### src/rtl/morse_encoder_tx.sv
// Morse transmitter: accepts {len[2:0],pattern[4:0]} codes over a valid/ready handshake
// and keys marks/spaces on `key` with standard unit timing (dot=1U, dash=3U, gaps 1U/3U/4U).
module morse_encoder_tx #(
  parameter int TIMER_FINAL_VALUE = 4_999_999
) (
  input  logic       clk,
  input  logic       reset_n,
  input  logic [7:0] code_in,
  input  logic       code_valid,
  output logic       code_ready,
  output logic       key,
  output logic       busy,
  output logic       done
);

  localparam int            TW       = (TIMER_FINAL_VALUE > 0) ? $clog2(TIMER_FINAL_VALUE + 1) : 1;
  localparam logic [TW-1:0] TMR_LAST = TW'(TIMER_FINAL_VALUE);

  typedef enum logic [2:0] {IDLE, MARK, SPACE, LGAP, WGAP} state_t;

  state_t        state, next_state;
  logic [TW-1:0] tmr;        // cycles within the current unit
  logic [1:0]    ucnt;       // units elapsed within the current interval
  logic [1:0]    last_unit;  // index of the final unit of the current interval
  logic [2:0]    elem;       // bit of pattern being sent; counts down to 0
  logic [4:0]    pattern;
  logic [2:0]    in_len;
  logic          accept, len_ok, is_wgap, unit_end, ivl_end, finish;

  assign in_len     = code_in[7:5];
  assign code_ready = (state == IDLE);
  assign busy       = ~code_ready;
  assign accept     = code_valid & code_ready;
  assign len_ok     = (in_len != 3'd0) && (in_len <= 3'd5);
  assign is_wgap    = (code_in == 8'hE0);
  assign unit_end   = (tmr == TMR_LAST);
  assign ivl_end    = unit_end && (ucnt == last_unit);

  // NOTE: every signal written here gets a default first, otherwise a path that skips it infers a latch.
  always_comb begin
    next_state = state;
    last_unit  = 2'd0;
    finish     = 1'b0;
    case (state)
      IDLE: begin
        if (accept) begin
          if (len_ok)       next_state = MARK;
          else if (is_wgap) next_state = WGAP;
        end
      end
      MARK: begin
        last_unit = pattern[elem] ? 2'd2 : 2'd0;
        if (ivl_end) next_state = (elem == 3'd0) ? LGAP : SPACE;
      end
      SPACE: begin
        if (ivl_end) next_state = MARK;
      end
      LGAP: begin
        last_unit = 2'd2;
        if (ivl_end) begin
          next_state = IDLE;
          finish     = 1'b1;
        end
      end
      WGAP: begin
        last_unit = 2'd3;
        if (ivl_end) begin
          next_state = IDLE;
          finish     = 1'b1;
        end
      end
      default: next_state = IDLE;
    endcase
  end

  // NOTE: sequential state uses non-blocking assignments so every register samples pre-edge values.
  always_ff @(posedge clk or negedge reset_n) begin
    if (!reset_n) state <= IDLE;
    else          state <= next_state;
  end

  always_ff @(posedge clk or negedge reset_n) begin
    if (!reset_n) begin
      tmr     <= '0;
      ucnt    <= 2'd0;
      elem    <= 3'd0;
      pattern <= 5'd0;
      key     <= 1'b0;
      done    <= 1'b0;
    end else begin
      // key follows the state being entered, so it is glitch-free and aligned with it
      key  <= (next_state == MARK);
      done <= finish;

      if (next_state != state || state == IDLE) begin
        tmr  <= '0;
        ucnt <= 2'd0;
      end else if (unit_end) begin
        tmr  <= '0;
        ucnt <= ucnt + 2'd1;
      end else begin
        tmr  <= tmr + 1'b1;
      end

      if (state == IDLE && accept && len_ok) begin
        elem    <= in_len - 3'd1;
        pattern <= code_in[4:0];
      end else if (state == MARK && ivl_end && elem != 3'd0) begin
        elem <= elem - 3'd1;
      end
    end
  end

endmodule

### config.mk
export PLATFORM = sky130hd
export DESIGN_NAME = morse_encoder_tx
export DESIGN_NICKNAME = d
export VERILOG_FILES = /design/src/rtl/morse_encoder_tx.sv
export SDC_FILE = /design/constraint.sdc
export NUM_CORES = 1
export LEC_CHECK = 0
export CELL_PAD_IN_SITES_DETAIL_PLACEMENT = 1
export CELL_PAD_IN_SITES_GLOBAL_PLACEMENT = 1
export CORE_UTILIZATION = 48
export CTS_CLUSTER_DIAMETER = 30
export DETAILED_ROUTE_END_ITERATION = 8
export PLACE_DENSITY = 0.81
export SYNTH_ARGS = -nofsm -noshare
export SYNTH_HDL_FRONTEND = slang
export SYNTH_SLANG_ARGS = --single-unit
### constraint.sdc
create_clock -name clk -period 7 [get_ports clk]
set_clock_uncertainty 0.2 [all_clocks]
set_input_delay 1.4 -clock clk [delete_from_list [all_inputs] [get_ports clk]]
set_output_delay 1.4 -clock clk [all_outputs]
set_load 0.01 [all_outputs]
==> flow_metrics.env, run 1 <==
export IMPL_hp_start="pattern[2]"
export IMPL_grt_max_degree=39
export IMPL_grt_overflow_total=0
export IMPL_netlist_instances=208
export IMPL_min_path_type="flip-flop to flip-flop"
export IMPL_core_area_sq_mm=0.00403
export IMPL_routed_wl_microns=4590
export IMPL_drtIter0Drc=54
export IMPL_grt_total_usage_pct=23.8
export IMPL_drive_gt1_share_pct=8.97
export IMPL_synth_edff_count=0
export IMPL_endpoint="code_ready"
export IMPL_num_rows=23
export IMPL_ir_drop_uv=132
export IMPL_rsz0062_at_grt="false"
export IMPL_die_h_microns=66.8
export IMPL_syn_area_per_cell_sq_um=9.68
export IMPL_netlist_area_sq_mm=0.00201
export IMPL_combPwrFrac_pct=22.5
export IMPL_num_io_pins=15
export IMPL_vias_per_cell=5.74
export IMPL_synth_seq_cells=38
export IMPL_dr_pass1_iters=4
export IMPL_p_per_area_mw_per_mm2=265
export IMPL_tightest_slew_ns=0.858
export IMPL_async_flop_share_pct=100
export IMPL_io_buffers=14
export IMPL_ys_seq_area_share_pct=47.2
export IMPL_diodes=0
export IMPL_syn_to_final_growth_pct=12.3
export IMPL_finalHoldViolCount=0
export IMPL_drc=0
export IMPL_end_kind="output port"
export IMPL_worstPathRequired_ns=5.40
export IMPL_leakage_nw=1.03
export IMPL_post_dp_hpwl_microns=3330
export IMPL_cts_hold_fix_buffers=0
export IMPL_path_class="flip-flop to output port"
export IMPL_synth_cell_types=49
export IMPL_placed_cell_area_sq_mm=0.00217
export IMPL_clk_latency_ns=0.29
export IMPL_start_kind="flip-flop"
export IMPL_post_route_min_period_ns=3.55
export IMPL_grt_pass1_wl_microns=7720
export IMPL_timing_rr_start="state[0]"
export IMPL_synth_yosys_warnings=0
export IMPL_switching_power_mw=0.191
export IMPL_slew_headroom_pct=42.8
export IMPL_syn_nets=221
export IMPL_synth_top_flop_cell="dfrtp_1"
export IMPL_h_tree_depth=2
export IMPL_sequentialPowerShare_pct=51.3
export IMPL_reg2reg_slack_ns=4.24
export IMPL_status="finished, final reports clean"
export IMPL_root_buffer="clkbuf_8"
export IMPL_stdcell_area_sq_mm=0.00226
export IMPL_drv_cap=0
export IMPL_clkPwrFrac_pct=26.3
export IMPL_die_w_microns=66.8
export IMPL_finalSetupViolations=0
export IMPL_post_cts_resized=0
export IMPL_cts_buffer_depth=2
export IMPL_crit_path_max_fanout=10
export IMPL_rr_endpoint="elem[2]"
export IMPL_setup_tns_ns=0
export IMPL_p_int_mw=0.408
export IMPL_reg2reg_depth=8
export IMPL_arrival_ns=1.95
export IMPL_start_util_pct=50.0
export IMPL_cp_startpoint="state[0]"
export IMPL_slew_violations=0
export IMPL_cts_buffers=5
export IMPL_route_vias_total=1567
export IMPL_finalCritPeriodShare_pct=50.7
export IMPL_antenna_found_initial=0
export IMPL_cts_tree="built"
export IMPL_postCtsSetupRepairBufs=0
export IMPL_ant_nets=0
export IMPL_wl_per_cell_microns=16.8
export IMPL_clkTransAtPathRegs_ns=0.08
export IMPL_nets=235
export IMPL_die_area_sq_mm=0.00446
export IMPL_grt_pass1_vias=1676
export IMPL_finalWeightedCongestion=0.764
export IMPL_max_freq_mhz=282
export IMPL_swShare_pct=31.9
export IMPL_clock_sinks=38
-- area by class of cell --
cell class | count | area [sq um]
Timing Repair Buffer | 14 | 135
Tap cell | 50 | 62.6
Clock buffer | 7 | 86.3
Fill cell | 454 | 1770
Sequential cell | 38 | 951
Multi-Input combinational cell | 157 | 1000
Clock inverter | 1 | 5.00
Inverter | 6 | 22.5
-- logic make-up after synthesis --
logic type | count (synthesis) | share of synthesized area, %
buffers and inverters | 13 | 3.17
flip-flops | 38 | 47.2
AND/OR/NAND/NOR | 107 | 28.6
AO/OA/AOI/OAI | 20 | 7.21
multiplexers | 4 | 2.11
adder cells (fa/ha/maj) | 2 | 1.24
XOR/XNOR | 24 | 10.4
-- how the worst min path moves through the flow --
stage                  to  slack (ns)  cells after the start
6_report       pattern[2]        0.30                      2
5_1_grt        pattern[2]        0.33                      2
4_1_cts        pattern[2]        0.30                      2
3_5_place_dp   pattern[2]        0.28                      2
3_3_place_gp   pattern[3]        0.27                      2
2_1_floorplan  pattern[3]        0.24                      2
-- synth_stat cells, types with 2 or more instances --
library cell	number	share of area (%)
dfrtp_1	38	47
nor2_1	31	5.8
nand2_1	25	4.7
xor2_1	16	7.0
nand4_1	9	2.8
nand3_1	8	2.0
xnor2_1	8	3.5
nor3_1	6	1.5
inv_1	5	0.93
nand2b_1	4	1.2
a211oi_1	3	1.1
a21oi_1	3	0.75
buf_2	3	0.75
nor4b_1	3	1.3
o21ai_0	3	0.75
or3_1	3	0.93
a31oi_1	2	0.62
and3_1	2	0.62
clkbuf_1	2	0.37
ha_1	2	1.2
mux2_2	2	1.1
mux2i_1	2	0.99
nor2b_1	2	0.62
-- layout by cell type, fill, tap and decap left out, drive strengths merged, types with 3 or more instances in the layout --
| cell type | count |
|---|---|
| nand2b | 4 |
| inv | 6 |
| nor3 | 7 |
| clkdlybuf4s50 | 13 |
| nand3 | 9 |
| nor2 | 31 |
| clkbuf | 7 |
| nand2 | 25 |
| o21ai | 3 |
| nand4 | 9 |
| nor4b | 3 |
| a211oi | 3 |
| dfrtp | 38 |
| or3 | 3 |
| xnor2 | 8 |
| a21oi | 3 |
| xor2 | 16 |
-- power by group through the flow --
stage | clock network [mW] | logic, mW | registers, mW
2_1_floorplan | 0 | 0.102 | 0.294
3_3_place_gp | 0 | 0.125 | 0.305
3_5_place_dp | 0 | 0.136 | 0.309
4_1_cts | 0.162 | 0.137 | 0.306
5_1_grt | 0.173 | 0.154 | 0.313
6_report | 0.157 | 0.134 | 0.307
-- metrics by stage --
step                      worst slack [ns]  total power [mW]  hold slack [ns]  instances  util, %
after floorplan                       4.04             0.397            0.240        208        -
after global placement                3.49             0.429            0.270        265     53.9
after detailed placement              3.28             0.445            0.282        265     53.9
after CTS                             3.45             0.605            0.298        273     56.1
after global routing                  3.35             0.640            0.327        273     56.1
final                                 3.45             0.599            0.301        273     56.1
-- sequential cells by signal, summed over array words and instances (netlist names) --
name     flops
elem         3
ucnt         2
pattern      5
state        3
key          1
tmr         23
done         1
-- routing by layer --
layer / vias to the layer above / track usage [%] / share of wire [%]
met2: 24 / 40.0 / 51
met5: - / 0 / 0
li1: 746 / - / -
met1: 787 / 28.1 / 45
met4: 0 / 10.6 / 2.5
met3: 10 / 6.51 / 2.2
-- critical path: stages (launching register included) --
cell and delay, ns:
dfrtp_1 0.48, or3_1 0.50, inv_1 0.12, clkdlybuf4s50_1 0.55
(Power assumes the default switching activity.)
==> run 2: changes to the inputs <==
--- a/config.mk
+++ b/config.mk
@@ -7,10 +7,10 @@
 export LEC_CHECK = 0
 export CELL_PAD_IN_SITES_DETAIL_PLACEMENT = 1
 export CELL_PAD_IN_SITES_GLOBAL_PLACEMENT = 1
-export CORE_UTILIZATION = 48
+export CORE_UTILIZATION = 41
 export CTS_CLUSTER_DIAMETER = 30
 export DETAILED_ROUTE_END_ITERATION = 8
-export PLACE_DENSITY = 0.81
+export PLACE_DENSITY = 0.73
 export SYNTH_ARGS = -nofsm -noshare
 export SYNTH_HDL_FRONTEND = slang
 export SYNTH_SLANG_ARGS = --single-unit
==> constraint.sdc (replaced) <==
create_clock -name clk -period 3.18 [get_ports clk]
set_clock_uncertainty 0.2 [all_clocks]
set_input_delay 0.636 -clock clk [delete_from_list [all_inputs] [get_ports clk]]
set_output_delay 0.636 -clock clk [all_outputs]
set_load 0.01 [all_outputs]
==> run 2 against run 1 <==
Against the previous run: cell count up 6.2%; sequential cell count unchanged; sequential power up 120%; worst hold slack worse by 0.038 ns; final area up 0.94%; worst setup slack worse by 3.0 ns; critical path depth unchanged; largest power group unchanged.
==> flow_metrics.env, run 2 (synthesized netlist as in run 1, its figures left out) <==
export IMPL_status="finished, final reports clean"
export IMPL_grt_max_degree=39
export IMPL_vias_per_cell=5.29
export IMPL_diodes=0
export IMPL_post_route_min_period_ns=2.76
export IMPL_dr_pass1_iters=4
export IMPL_placed_cell_area_sq_mm=0.00219
export IMPL_critPathBufInv=2
export IMPL_cpPeakStageDelay_ns=0.54
export IMPL_leakage_nw=1.03
export IMPL_worstPathRequired_ns=2.34
export IMPL_start_kind="flip-flop"
export IMPL_cts_buffer_depth=2
export IMPL_die_h_microns=72.1
export IMPL_clk_latency_ns=0.29
export IMPL_swShare_pct=31.1
export IMPL_switching_power_mw=0.405
export IMPL_drtIter0Drc=66
export IMPL_cts_tree="built"
export IMPL_tightest_slew_ns=0.871
export IMPL_start_util_pct=42.6
export IMPL_num_rows=25
export IMPL_io_buffers=14
export IMPL_finalCritPeriodShare_pct=86.7
export IMPL_p_int_mw=0.899
export IMPL_post_dp_hpwl_microns=3230
export IMPL_finalWeightedCongestion=0.754
export IMPL_postCtsSetupRepairBufs=0
export IMPL_die_w_microns=72.1
export IMPL_syn_to_final_growth_pct=13.4
export IMPL_stdcell_area_sq_mm=0.00228
export IMPL_end_kind="output port"
export IMPL_clock_sinks=38
export IMPL_crit_path_max_fanout=10
export IMPL_final_util_pct=48.3
export IMPL_dp_slack_ns=0.321
export IMPL_slew_headroom_pct=41.9
export IMPL_largest_reg_flops=23
export IMPL_ir_drop_uv=304
export IMPL_p_per_area_mw_per_mm2=571
export IMPL_clkPwrFrac_pct=26.0
export IMPL_sequentialPowerShare_pct=51.2
export IMPL_ant_nets=0
export IMPL_mostFrequentLayoutCells="38 x dfrtp_1, 31 x nor2_1, 25 x nand2_1, 16 x xor2_1, 13 x clkdlybuf4s50_1"
export IMPL_max_freq_mhz=363
export IMPL_root_buffer="clkbuf_8"
export IMPL_drv_cap=0
export IMPL_drive_gt1_share_pct=8.97
export IMPL_final_cells=290
export IMPL_post_cts_resized=0
export IMPL_die_area_sq_mm=0.00520
export IMPL_slew_violations=0
export IMPL_num_io_pins=15
export IMPL_antenna_found_initial=0
export IMPL_finalSetupViolations=0
export IMPL_wl_per_cell_microns=15.1
export IMPL_combPwrFrac_pct=22.7
export IMPL_rsz0062_at_grt="false"
export IMPL_worst_slack_ns=0.423
export IMPL_final_common_cell="dfrtp_1"
export IMPL_cts_hold_fix_buffers=0
export IMPL_cp_cell_sequence="or3_1, inv_1, clkdlybuf4s50_1"
export IMPL_grt_total_usage_pct=19.0
export IMPL_core_area_sq_mm=0.00472
export IMPL_routed_wl_microns=4390
export IMPL_largest_register="tmr"
export IMPL_path_class="flip-flop to output port"
export IMPL_clkTransAtPathRegs_ns=0.07
export IMPL_slowest_stage="clkdlybuf4s50_1"
export IMPL_place_inst=282
export IMPL_finalHoldViolCount=0
export IMPL_route_vias_total=1534
export IMPL_grt_pass1_wl_microns=7530
export IMPL_min_path_type="input port to asynchronous set/reset pin"
export IMPL_top_regs="tmr: 23 flops, pattern: 5 flops"
export IMPL_cts_buffers=5
export IMPL_grt_pass1_vias=1588
export IMPL_setup_tns_ns=0
export IMPL_grt_overflow_total=0
export IMPL_h_tree_depth=2
export IMPL_arrival_ns=1.92
export IMPL_drc=0
export IMPL_nets=235
export IMPL_critPathTopFamily="buffers and inverters"
[run 2: routing by layer]
metal	wire (microns)	global-route usage [%]	part of all wire, %	up-vias
met2	2010	29.2	46	17
met3	119	5.00	2.7	7
li1	-	-	-	755
met4	74	6.10	1.7	0
met1	2190	26.3	50	755
met5	0	0	0	-
[run 2: path summary, 6_finish.rpt]
kind | startpoint | endpoint | slack, ns | depth (start not counted)
max | state[0] | code_ready | 0.42 | 3
min | reset_n | key | 0.26 | 1
max reg2reg | state[0] | elem[2] | 0.52 | 8
min reg2reg | pattern[3] | pattern[3] | 0.29 | 2
max in group asynchronous | reset_n | tmr[6] | 1.98 | 1
min in group clk | pattern[3] | pattern[3] | 0.29 | 2
[run 2: final cells by class]
| cell class | count | area (sq um) |
|---|---|---|
| clock buffer | 7 | 86.3 |
| clock inverter | 1 | 5.00 |
| fill | 547 | 2440 |
| inverter | 6 | 22.5 |
| multi-input combinational | 157 | 1000 |
| sequential | 38 | 951 |
| tap | 67 | 83.8 |
| timing repair buffer | 14 | 135 |
[run 2: metrics by stage]
step	hold slack (ns)	power, mW
3_5_place_dp	0.274	0.975
5_1_grt	0.319	1.40
3_3_place_gp	0.271	0.950
6_report	0.262	1.30
4_1_cts	0.285	1.32
2_1_floorplan	0.140	0.873
[run 2: worst reg2reg max path: stages, from the launching register on]
cell and delay [ns]:
dfrtp_1 0.48, or3_1 0.50, inv_1 0.12, nand4_1 0.43, nor2_1 0.30, a21oi_1 0.07, ha_1 0.21, xor2_1 0.15
o2bb2ai_1 0.14
[run 2: power groups by stage]
stage	sequential, mW	clock [mW]	combinational (mW)
2_1_floorplan	0.648	0	0.226
3_3_place_gp	0.671	0	0.279
3_5_place_dp	0.677	0	0.298
4_1_cts	0.668	0.351	0.301
5_1_grt	0.682	0.372	0.344
6_report	0.668	0.340	0.296
